[src/rtl/buzz_pkg.sv]
`default_nettype none
// +----------------------------------------------------------------------+
// | buzz_pkg : shared types, defaults and tolerance helper for buzz_det  |
// | Revision : 1.0                                                       |
// +----------------------------------------------------------------------+
package buzz_pkg;

  typedef enum logic [1:0] {
    IDLE   = 2'd0,
    MEAS   = 2'd1,
    LOCKED = 2'd2
  } state_e;

  localparam int unsigned DEF_N        = 50000;
  localparam int unsigned DEF_W        = 17;
  localparam int unsigned DEF_TOL      = 500;
  localparam int unsigned DEF_LOCK_CNT = 4;
  localparam int unsigned DEF_TIMEOUT  = 100000;

  // Subtract the smaller from the larger so no signed wrap can occur.
  function automatic logic within_tol(input logic [31:0] measured,
                                      input logic [31:0] n,
                                      input logic [31:0] tol);
    logic [31:0] diff;
    diff = (measured >= n) ? (measured - n) : (n - measured);
    return (diff <= tol);
  endfunction

endpackage
`default_nettype wire

[src/rtl/buzz_detector_sync_edge.sv]
`default_nettype none
// +----------------------------------------------------------------------+
// | sync_edge : 2-flop synchronizer plus delay flop, any-edge detect     |
// | Revision  : 1.0                                                      |
// +----------------------------------------------------------------------+
module sync_edge (
  input  logic clk,
  input  logic rstn,
  input  logic async_in,
  output logic edge_pulse
);

  logic meta_q;
  logic sync_q;
  logic dly_q;

  always_ff @(posedge clk or negedge rstn) begin
    if (!rstn) begin
      meta_q <= 1'b0;
      sync_q <= 1'b0;
      dly_q  <= 1'b0;
    end else begin
      meta_q <= async_in;
      sync_q <= meta_q;
      dly_q  <= sync_q;
    end
  end

  assign edge_pulse = sync_q ^ dly_q;

endmodule
`default_nettype wire

[src/rtl/buzz_detector.sv]
`default_nettype none
// +----------------------------------------------------------------------+
// | buzz_detector : measures buzzer half-periods, reports lock and loss  |
// | Revision      : 1.0                                                  |
// +----------------------------------------------------------------------+
module buzz_detector
  import buzz_pkg::*;
#(
  parameter int unsigned N        = DEF_N,
  parameter int unsigned W        = DEF_W,
  parameter int unsigned TOL      = DEF_TOL,
  parameter int unsigned LOCK_CNT = DEF_LOCK_CNT,
  parameter int unsigned TIMEOUT  = DEF_TIMEOUT
) (
  input  logic         clk,
  input  logic         rstn,
  input  logic         buzz_in,
  output logic [W-1:0] half_period,
  output logic         period_valid,
  output logic         locked,
  output logic         lost
);

  localparam int unsigned MW = $clog2(LOCK_CNT + 1);
  localparam logic [W-1:0]  TIMEOUT_W = W'(TIMEOUT);
  localparam logic [W-1:0]  TO_LAST_W = W'(TIMEOUT - 1);
  localparam logic [MW-1:0] LOCK_W    = MW'(LOCK_CNT);

  logic          edge_det;
  logic [W-1:0]  meas;
  logic          meas_ok;
  logic          timeout;

  state_e        state_q,  state_d;
  logic [W-1:0]  cnt_q,    cnt_d;
  logic [MW-1:0] match_q,  match_d;
  logic [W-1:0]  hp_q,     hp_d;
  logic          pv_q,     pv_d;
  logic          locked_q, locked_d;
  logic          lost_q,   lost_d;

  sync_edge u_sync (
    .clk        (clk),
    .rstn       (rstn),
    .async_in   (buzz_in),
    .edge_pulse (edge_det)
  );

  always_comb begin
    meas     = cnt_q + 1'b1;
    meas_ok  = within_tol(32'(meas), 32'(N), 32'(TOL));
    // An edge in the final cycle takes priority over the timeout.
    timeout  = !edge_det && (cnt_q == TO_LAST_W) && (state_q != IDLE);

    cnt_d    = edge_det ? '0 : ((cnt_q == TIMEOUT_W) ? cnt_q : cnt_q + 1'b1);
    state_d  = state_q;
    match_d  = match_q;
    hp_d     = hp_q;
    pv_d     = 1'b0;
    lost_d   = 1'b0;

    case (state_q)
      IDLE: begin
        if (edge_det) begin
          state_d = MEAS;
          match_d = '0;
        end
      end
      MEAS: begin
        if (edge_det) begin
          hp_d = meas;
          pv_d = 1'b1;
          if (meas_ok) begin
            if ((match_q + 1'b1) == LOCK_W) begin
              state_d = LOCKED;
              match_d = '0;
            end else begin
              match_d = match_q + 1'b1;
            end
          end else begin
            match_d = '0;
          end
        end else if (timeout) begin
          state_d = IDLE;
          match_d = '0;
          lost_d  = 1'b1;
        end
      end
      LOCKED: begin
        if (edge_det) begin
          hp_d = meas;
          pv_d = 1'b1;
          if (!meas_ok) begin
            state_d = MEAS;
            match_d = '0;
          end
        end else if (timeout) begin
          state_d = IDLE;
          match_d = '0;
          lost_d  = 1'b1;
        end
      end
      default: begin
        state_d = IDLE;
        match_d = '0;
      end
    endcase

    locked_d = (state_d == LOCKED);
  end

  always_ff @(posedge clk or negedge rstn) begin
    if (!rstn) begin
      state_q  <= IDLE;
      cnt_q    <= '0;
      match_q  <= '0;
      hp_q     <= '0;
      pv_q     <= 1'b0;
      locked_q <= 1'b0;
      lost_q   <= 1'b0;
    end else begin
      state_q  <= state_d;
      cnt_q    <= cnt_d;
      match_q  <= match_d;
      hp_q     <= hp_d;
      pv_q     <= pv_d;
      locked_q <= locked_d;
      lost_q   <= lost_d;
    end
  end

  assign half_period  = hp_q;
  assign period_valid = pv_q;
  assign locked       = locked_q;
  assign lost         = lost_q;

endmodule
`default_nettype wire

[config.mk]
export PLATFORM = sky130hd
export DESIGN_NAME = buzz_detector
export DESIGN_NICKNAME = d
export VERILOG_FILES = /design/src/rtl/buzz_pkg.sv /design/src/rtl/buzz_detector_sync_edge.sv /design/src/rtl/buzz_detector.sv
export SDC_FILE = /design/constraint.sdc
export NUM_CORES = 1
export LEC_CHECK = 0
export BUFFER_PORTS_ARGS = -buffer_cell sky130_fd_sc_hd__buf_2
export CORE_AREA = 3 3 81 75
export CTS_CLUSTER_DIAMETER = 120
export CTS_CLUSTER_SIZE = 25
export DETAILED_ROUTE_END_ITERATION = 7
export DIE_AREA = 0 0 84 78
export PLACE_DENSITY = 0.85
export SYNTH_ARGS = -nofsm -noshare
export SYNTH_HDL_FRONTEND = slang
export SYNTH_HIERARCHICAL = 1
export SYNTH_SLANG_ARGS = --single-unit
[constraint.sdc]
create_clock -name clk -period 6.8 [get_ports clk]
set_clock_uncertainty 0.05 [all_clocks]
set_input_delay 0.68 -clock clk [delete_from_list [all_inputs] [get_ports clk]]
set_output_delay 0.68 -clock clk [all_outputs]
set_load 0.02 [all_outputs]
==> out/qor.tcl, run 1 <==
set qor(outcome) {finished clean}
set qor(grt_util_all_layers) 0.268
set qor(avgViaCountPerCell) 6.60
set qor(drt_iter0_drc) 507
set qor(worst_path_fanout_max) 20
set qor(hold_path_startpoint) {u_sync/meta_q$_DFF_PN0_}
set qor(worst_ep_required_time_ns) 7.00
set qor(power.share.clock) 0.280
set qor(cts-htree-levels) 2
set qor(leakage_nw) 1.45
set qor(maximum_number_of_pins_on_one_net_before_global_route_repair) 46
set qor(first_global_vias) 2868
set qor(max-slew-margin-rel) 0.328
set qor(intPower_w) 0.000407
set qor(die_width_microns) 84
set qor(timing.fmax_mhz) 197
set qor(p_seq_frac) 0.487
set qor(final_min_period_over_clock_period) 0.746
set qor(switching_power_w) 0.000225
set qor(total_nets_after_synthesis) 416
set qor(numCtsBuffers) 5
set qor(synth.cell_area_sq_mm) 0.00339
set qor(final-setup-viol-count) 0
set qor(io_buffer_count) 22
set qor(rsz_0062_raised_after_global_routing) {no}
set qor(final_hold_viol_count) 0
set qor(layout-drive-gt1-share) 0.114
set qor(num_antenna_cells) 0
set qor(cellPowerDensity_mw_per_mm2) 178
set qor(clk_transition_reported_paths_ns) 0.10
set qor(core-area_sq_mm) 0.00529
set qor(grt_first_pass_wirelength_microns) 14300
set qor(totalWireLength_microns) 8390
set qor(io-pin-count) 23
set qor(share_of_flip_flops_with_an_asynchronous_set_or_reset) 1.00
set qor(critPathArrivalTime_ns) 5.27
set qor(cts_max_path_buffers) 2
set qor(drc_errors) 0
set qor(timing.critical_path.depth) 15
set qor(clk_latency_ns) 0.31
set qor(finalMaxSlewViolations) 0
set qor(postCtsResizedCells) 0
set qor(cell_count_after_synthesis) 400
set qor(die_h_microns) 78
set qor(number_of_standard_cell_rows_in_the_floorplan) 25
set qor(detailed_route_via_count) 3117
set qor(postSynthRegisterBits) 45
set qor(total_of_warnings_raised_by_yosys) 6
set qor(clock_sinks) 45
set qor(yosysUniqueCellTypes) 71
set qor(transition_time_at_the_pin_with_the_least_slew_margin_ns) 1.00
set qor(cell_family_contributing_the_most_delay_on_the_critical_path) {compound AO/OA/AOI/OAI gates}
set qor(power.ir.vdd_worst_uv) 231
set qor(final_layout_fill_cell_count) 424
set qor(cts_tree) {done}
set qor(hold-path-cell-count) 0
set qor(synth_sequential_area_ratio) 0.332
set qor(most_frequent_cells_in_the_layout) {sky130_fd_sc_hd__dfrtp_1 (45), sky130_fd_sc_hd__nor2_1 (38), sky130_fd_sc_hd__nand2_1 (37), sky130_fd_sc_hd__o21ai_0 (28), sky130_fd_sc_hd__a21oi_1 (23)}
set qor(post_synth.cell_area_avg_sq_um) 8.47
set qor(post_cts.repair.setup_buffers) 0
set qor(r2r_cells) 15
set qor(post_synth_edffs) 0
set qor(num-nets-final) 420
set qor(finalWorstPathRequiredPeriod_ns) 5.07
set qor(holdWs_ns) 0.312
set qor(switching_share) 0.356
set qor(crit_path_start) {cnt_q[1]$_DFFE_PN0P_}
set qor(cp-end-kind) {flop}
set qor(root_buffer) {sky130_fd_sc_hd__clkbuf_8}
set qor(syn_to_final_growth_pct) 4.99
set qor(primary_flip_flop_cell_chosen_by_synthesis_mapping) {sky130_fd_sc_hd__dfrtp_1}
set qor(layout_commonest_cell) {sky130_fd_sc_hd__dfrtp_1}
set qor(gpl.final_weighted_congestion) 0.971
set qor(crit_chain) {ha_1, nand3_1, xnor2_1, inv_1, ha_1, or3b_2, o22ai_1, a2111o_1, a21bo_2, a32oi_4, mux2_2, a221o_1, nor4b_4, a41o_1, a22o_1}
set qor(launch_point_of_the_worst_reg_to_reg_path) {cnt_q[1]$_DFFE_PN0P_}
set qor(share_comb_of_total_power) 0.233
set qor(wl_per_cell_microns) 17.8
set qor(max_cap_violations) 0
set qor(initial_core_util) 0.641
set qor(worstHoldPathType) {reg -> reg}
set qor(overflow) 0
set qor(cp_common_cell) {sky130_fd_sc_hd__ha_1}
set qor(crit_path_start_kind) {flop}
set qor(die_area_sq_mm) 0.00655
set qor(total_half_perimeter_wirelength_after_legalization_and_detailed_placement_microns) 6010
set qor(iteration_count_of_the_initial_detailed_routing_pass) 5
set qor(drtAntennaViolNets) 0
set qor(hold_buffers) 0
set qor(final.setup.tns_ns) 0
set qor(cp.buffers_inverters) 1
set qor(slowest_delay_ns) 0.66
set qor(path_type_of_the_worst_setup_path) {reg -> reg}
set qor(grt_antenna_before_repair) 0
set qor(critical_path_slowest_stage_cell) {sky130_fd_sc_hd__ha_1}
layer usage:
metal | GRT usage | part of all wire | vias to the layer above
li1 | - | - | 1482
met5 | 0 | 0 | -
met3 | 0.0446 | 0.076 | 26
met2 | 0.415 | 0.46 | 149
met1 | 0.387 | 0.44 | 1460
met4 | 0.0756 | 0.019 | 0
state kept, by name, indices dropped and copies added, names as in the netlist:
signal and flops:
u_sync/dly_q 1, u_sync/meta_q 1, period_valid 1, u_sync/sync_q 1, half_period 17, state_q 2
match_q 3, lost 1, locked 1, cnt_q 17
cells in the mapped netlist (all sizes together) (4+ instances only):
library cell / n / area, sq um
dfrtp: 45 / 1130
nor2: 38 / 143
nand2: 37 / 139
o21ai: 29 / 145
a21oi: 23 / 115
inv: 16 / 60.1
xnor2: 16 / 140
buf: 15 / 82.6
nand3: 14 / 75.1
ha: 13 / 163
nor3: 12 / 60.1
clkbuf: 10 / 37.5
nor4: 10 / 68.8
nand4: 8 / 71.3
nand3b: 7 / 52.6
a31oi: 6 / 37.5
o211ai: 6 / 50.1
a22oi: 5 / 37.5
xor2: 5 / 43.8
a21boi: 4 / 30.0
a22o: 4 / 35.0
a311oi: 4 / 35.0
and2: 4 / 25.0
nor3b: 4 / 30.0
o22ai: 4 / 25.0
o31a: 4 / 35.0
cell families after synthesis:
kind of cell    count (synthesis)  synth area share
buf+inv                        41            0.0532
fa+ha+maj                      13            0.0480
flops                          45             0.332
simple gates                  162             0.265
mux                             4            0.0129
compound gates                114             0.234
xor+xnor                       21            0.0543
power groups by stage:
| stage | combinational, W | clock (W) | sequential (W) |
|---|---|---|---|
| 2_1_floorplan | 0.000103 | 0 | 0.000314 |
| 3_3_place_gp | 0.000143 | 0 | 0.000310 |
| 3_5_place_dp | 0.000146 | 0 | 0.000312 |
| 4_1_cts | 0.000146 | 0.000178 | 0.000307 |
| 5_1_grt | 0.000167 | 0.000192 | 0.000312 |
| 6_report | 0.000147 | 0.000177 | 0.000308 |
path summary, 6_finish.rpt:
kind                                          endpoint  slack (ns)
min in group asynchronous  half_period[10]$_DFFE_PN0P_        0.47
max in group asynchronous       match_q[1]$_DFFE_PN0P_        5.63
max                             match_q[1]$_DFFE_PN0P_        1.73
min                            u_sync/sync_q$_DFF_PN0_        0.31
min reg2reg                    u_sync/sync_q$_DFF_PN0_        0.31
max reg2reg                     match_q[1]$_DFFE_PN0P_        1.73
stage by stage:
| step | total power, W | setup WS (ns) | instances | util | cell area (sq um) |
|---|---|---|---|---|---|
| 5_1_grt | 0.000670 | 1.35 | 472 | 0.673 | 3560 |
| 3_5_place_dp | 0.000458 | 1.84 | 464 | 0.655 | 3460 |
| 6_report | 0.000632 | 1.73 | 472 | 0.673 | 3560 |
| 2_1_floorplan | 0.000417 | 2.60 | 400 | - | 3390 |
| 4_1_cts | 0.000631 | 1.80 | 472 | 0.673 | 3560 |
| 3_3_place_gp | 0.000453 | 2.02 | 464 | 0.655 | 3460 |
area by class of cell:
| cell class | instances | area, sq um | area share |
|---|---|---|---|
| clock inverter | 3 | 26.3 | 0.00739 |
| clock buffer | 5 | 68.8 | 0.0193 |
| tap | 67 | 83.8 | 0.0236 |
| inverter | 16 | 60.1 | 0.0169 |
| sequential | 45 | 1130 | 0.317 |
| multi-input combinational | 314 | 2080 | 0.585 |
| timing repair buffer | 22 | 110 | 0.0310 |
(Power assumes the default switching activity.)
==> inputs of run 2 (changes only) <==
--- a/config.mk
+++ b/config.mk
@@ -5,13 +5,14 @@
 export SDC_FILE = /design/constraint.sdc
 export NUM_CORES = 1
 export LEC_CHECK = 0
+export ABC_AREA = 1
 export BUFFER_PORTS_ARGS = -buffer_cell sky130_fd_sc_hd__buf_2
-export CORE_AREA = 3 3 81 75
+export CORE_AREA = 3 3 86 79
 export CTS_CLUSTER_DIAMETER = 120
 export CTS_CLUSTER_SIZE = 25
 export DETAILED_ROUTE_END_ITERATION = 7
-export DIE_AREA = 0 0 84 78
-export PLACE_DENSITY = 0.85
+export DIE_AREA = 0 0 89 82
+export PLACE_DENSITY = 0.77
 export SYNTH_ARGS = -nofsm -noshare
 export SYNTH_HDL_FRONTEND = slang
 export SYNTH_HIERARCHICAL = 1
==> constraint.sdc (replaced) <==
create_clock -name clk -period 4.25 [get_ports clk]
set_clock_uncertainty 0.05 [all_clocks]
set_input_delay 0.425 -clock clk [delete_from_list [all_inputs] [get_ports clk]]
set_output_delay 0.425 -clock clk [all_outputs]
set_load 0.02 [all_outputs]
==> out/qor.tcl, run 2 <==
set qor(cts_tree) {done}
set qor(cp-end-kind) {flop}
set qor(totalWireLength_microns) 8140 ;# -2.9%
set qor(wl_per_cell_microns) 14.1 ;# -21%
set qor(cell_count_after_synthesis) 480 ;# +20%
set qor(num-nets-final) 520 ;# +24%
set qor(worst_ep_required_time_ns) 4.41 ;# -2.59 ns
set qor(number_of_standard_cell_rows_in_the_floorplan) 27 ;# +8.0%
set qor(synthTopCellsByArea) {sky130_fd_sc_hd__dfrtp_1 (35%), sky130_fd_sc_hd__nand2_1 (20%), sky130_fd_sc_hd__inv_1 (6.3%)}
set qor(share_of_flip_flops_with_an_asynchronous_set_or_reset) 1.00 ;# unchanged
set qor(drt_iter0_drc) 201 ;# -60%
set qor(iteration_count_of_the_initial_detailed_routing_pass) 5 ;# unchanged
set qor(overflow) 0 ;# unchanged
set qor(routed-wl-met3_microns) 416 ;# -35%
set qor(post_synth_edffs) 0 ;# unchanged
set qor(cts_max_path_buffers) 2 ;# unchanged
set qor(rsz_0062_raised_after_global_routing) {no}
set qor(layout_commonest_cell) {sky130_fd_sc_hd__nand2_1}
set qor(crit_path_start_kind) {flop}
set qor(post_cts.repair.setup_buffers) 0 ;# unchanged
set qor(grt_util_all_layers) 0.242 ;# -0.0259
set qor(avgViaCountPerCell) 5.49 ;# -17%
set qor(post_synth.cell_area_avg_sq_um) 6.78 ;# -20%
set qor(die_area_sq_mm) 0.00730 ;# +11%
set qor(postSynthRegisterBits) 45 ;# unchanged
set qor(path_type_of_the_worst_setup_path) {reg -> reg}
set qor(total_of_warnings_raised_by_yosys) 6 ;# unchanged
set qor(critPathArrivalTime_ns) 3.68 ;# -1.59 ns
set qor(final.setup.tns_ns) 0 ;# unchanged
set qor(total_half_perimeter_wirelength_after_legalization_and_detailed_placement_microns) 6200 ;# +3.1%
set qor(clk_latency_ns) 0.31 ;# about the same
set qor(grt_first_pass_wirelength_microns) 13800 ;# -3.2%
set qor(finalWorstPathRequiredPeriod_ns) 3.52 ;# -1.55 ns
set qor(total_nets_after_synthesis) 496 ;# +19%
set qor(p_seq_frac) 0.440 ;# -0.047
set qor(intPower_w) 0.000727 ;# +79%
set qor(hold_buffers) 0 ;# unchanged
set qor(io_buffer_count) 22 ;# unchanged
set qor(numCtsBuffers) 5 ;# unchanged
set qor(holdWs_ns) 0.166 ;# -0.146 ns
set qor(die_h_microns) 82 ;# +5.1%
set qor(dr.max_layer_used) {met4}
set qor(timing.fmax_mhz) 284 ;# +44%
set qor(first_global_vias) 2973 ;# +3.7%
set qor(worstHoldPathType) {in -> reg}
set qor(final-setup-viol-count) 0 ;# unchanged
set qor(grt_antenna_before_repair) 0 ;# unchanged
set qor(num_antenna_cells) 0 ;# unchanged
set qor(share_comb_of_total_power) 0.262 ;# +0.029
set qor(switching_share) 0.359 ;# +0.00313
set qor(register_to_register_setup_slack_ns) 0.73 ;# -1.00 ns
set qor(final_hold_viol_count) 0 ;# unchanged
set qor(io-pin-count) 23 ;# unchanged
set qor(ys_top_cells_by_count) {sky130_fd_sc_hd__nand2_1 (171), sky130_fd_sc_hd__inv_1 (55), sky130_fd_sc_hd__dfrtp_1 (45)}
set qor(layout-drive-gt1-share) 0.135 ;# +0.0211
set qor(yosys.cell_count.top_type) {sky130_fd_sc_hd__nand2_1}
set qor(synthDominantCellAreaShare) 0.346 ;# +0.0137
set qor(root_buffer) {sky130_fd_sc_hd__clkbuf_8}
set qor(synth.cell_area_sq_mm) 0.00325 ;# -4.0%
set qor(wl_met1_microns) 3830 ;# +3.1%
set qor(core-area_sq_mm) 0.00605 ;# +14%
set qor(met2WireLength_microns) 3740 ;# -3.2%
set qor(gpl.final_weighted_congestion) 0.961 ;# -1.1%
set qor(outcome) {finished clean}
set qor(power.share.clock) 0.298 ;# +0.018
set qor(yosysUniqueCellTypes) 32 ;# -55%
set qor(worst_path_fanout_max) 8 ;# -60%
set qor(transition_time_at_the_pin_with_the_least_slew_margin_ns) 1.00 ;# -0.00139 ns
set qor(max_cap_violations) 0 ;# unchanged
set qor(clock_sinks) 45 ;# unchanged
set qor(clk_transition_reported_paths_ns) 0.09 ;# about the same
set qor(maximum_number_of_pins_on_one_net_before_global_route_repair) 46 ;# unchanged
set qor(finalMaxSlewViolations) 0 ;# unchanged
set qor(most_frequent_cells_in_the_layout) {sky130_fd_sc_hd__nand2_1 (171), sky130_fd_sc_hd__inv_1 (55), sky130_fd_sc_hd__dfrtp_1 (45), sky130_fd_sc_hd__nor2_1 (43), sky130_fd_sc_hd__nand3_1 (41)}
set qor(cts-htree-levels) 2 ;# unchanged
set qor(post-synth-top-area-cell) {sky130_fd_sc_hd__dfrtp_1}
set qor(synth_sequential_area_ratio) 0.346 ;# +0.0137
set qor(primary_flip_flop_cell_chosen_by_synthesis_mapping) {sky130_fd_sc_hd__dfrtp_1}
set qor(cellPowerDensity_mw_per_mm2) 320 ;# +80%
set qor(syn_to_final_growth_pct) 9.11
set qor(leakage_nw) 1.90 ;# +31%
set qor(drc_errors) 0 ;# unchanged
set qor(drtAntennaViolNets) 0 ;# unchanged
set qor(initial_core_util) 0.538 ;# -0.103
set qor(detailed_route_via_count) 3169 ;# +1.7%
set qor(postCtsResizedCells) 0 ;# unchanged
set qor(final_min_period_over_clock_period) 0.828 ;# +0.0827
set qor(switching_power_w) 0.000408 ;# +81%
set qor(die_width_microns) 89 ;# +6.0%
set qor(power.ir.vdd_worst_uv) 283 ;# +23%
set qor(max-slew-margin-rel) 0.332 ;# +0.00320
==> run 2: changes by cell type after synthesis, moves of 11 or more <==
cell | before | now
sky130_fd_sc_hd__nand2_1 | 37 | 171
sky130_fd_sc_hd__inv_1 | 16 | 55
sky130_fd_sc_hd__nand3_1 | 13 | 41
sky130_fd_sc_hd__a21oi_1 | 23 | 2
sky130_fd_sc_hd__nand2_2 | 0 | 16
sky130_fd_sc_hd__xnor2_1 | 16 | 1
sky130_fd_sc_hd__nand4_1 | 6 | 17
==> run 2: area by class of cell <==
cell class                      count  area, sq um
Clock buffer                        5         68.8
Clock inverter                      3         46.3
Fill cell                         579         2500
Inverter                           58          218
Multi-Input combinational cell    371         1880
Sequential cell                    45         1130
Tap cell                           72         90.1
Timing Repair Buffer               23          118
==> run 2: per-stage QoR <==
stage,std cells,cell area [sq um],power [W],setup WS [ns],util
floorplan,480,3250,0.000721,1.32,-
global placement,569,3440,0.000794,0.851,0.568
detailed placement,569,3440,0.000802,0.810,0.568
CTS,577,3550,0.00114,0.788,0.587
global route,577,3550,0.00121,0.380,0.587
finish,577,3550,0.00113,0.729,0.587
==> run 2: cells by family after synthesis <==
logic type      Yosys count  share of synthesized area
buf+inv                  64                     0.0750
fa+ha+maj                13                     0.0500
simple gates            314                      0.446
xor+xnor                  8                     0.0215
flops                    45                      0.346
compound gates           36                     0.0615
==> run 2: power groups by stage <==
stage               sequential [W]  clock, W  combinational (W)
finish                    0.000499  0.000339           0.000297
global route              0.000506  0.000360           0.000339
CTS                       0.000499  0.000344           0.000297
detailed placement        0.000507         0           0.000295
global placement          0.000506         0           0.000288
floorplan                 0.000526         0           0.000195
==> run 2: layer usage <==
layer	vias to the layer above	GRT usage
met1	1470	0.339
met2	98	0.396
met4	0	0.0625
met3	20	0.0311
li1	1581	-
met5	-	0
==> run 2: final timing paths <==
check,endpoint,startpoint,cells past startpoint
setup reg to reg,match_q[0]$_DFFE_PN0P_,cnt_q[0]$_DFFE_PN0P_,25
setup / recovery,match_q[0]$_DFFE_PN0P_,cnt_q[0]$_DFFE_PN0P_,25
min in group asynchronous,half_period[0]$_DFFE_PN0P_,rstn,1
max in group asynchronous,cnt_q[11]$_DFFE_PN0P_,rstn,1
hold / removal,u_sync/meta_q$_DFF_PN0_,buzz_in,1
hold reg to reg,u_sync/sync_q$_DFF_PN0_,u_sync/meta_q$_DFF_PN0_,0
==> run 2: worst max-delay path, stage by stage, from the launching register on <==
cell                      delay (ns)
sky130_fd_sc_hd__dfrtp_1        0.51
sky130_fd_sc_hd__ha_1           0.28
sky130_fd_sc_hd__nand2_2        0.10
sky130_fd_sc_hd__nor2_1         0.16
sky130_fd_sc_hd__inv_1          0.11
sky130_fd_sc_hd__nand2_2        0.16
sky130_fd_sc_hd__inv_1          0.10
sky130_fd_sc_hd__ha_1           0.20
sky130_fd_sc_hd__nand3_1        0.09
sky130_fd_sc_hd__nand2_1        0.08
sky130_fd_sc_hd__o21ai_1        0.25
sky130_fd_sc_hd__nand2_1        0.19
sky130_fd_sc_hd__nand2_1        0.10
sky130_fd_sc_hd__nand2_1        0.05
sky130_fd_sc_hd__nand2_1        0.06
sky130_fd_sc_hd__nand2_1        0.05
sky130_fd_sc_hd__nor2_1         0.08
sky130_fd_sc_hd__nand3_1        0.09
sky130_fd_sc_hd__nor2_2         0.15
sky130_fd_sc_hd__nand2_2        0.08
sky130_fd_sc_hd__nor2_4         0.13
sky130_fd_sc_hd__nand2_1        0.08
sky130_fd_sc_hd__nand2_2        0.09
sky130_fd_sc_hd__nor2_1         0.07
sky130_fd_sc_hd__nand2_1        0.06
sky130_fd_sc_hd__nand2_1        0.05
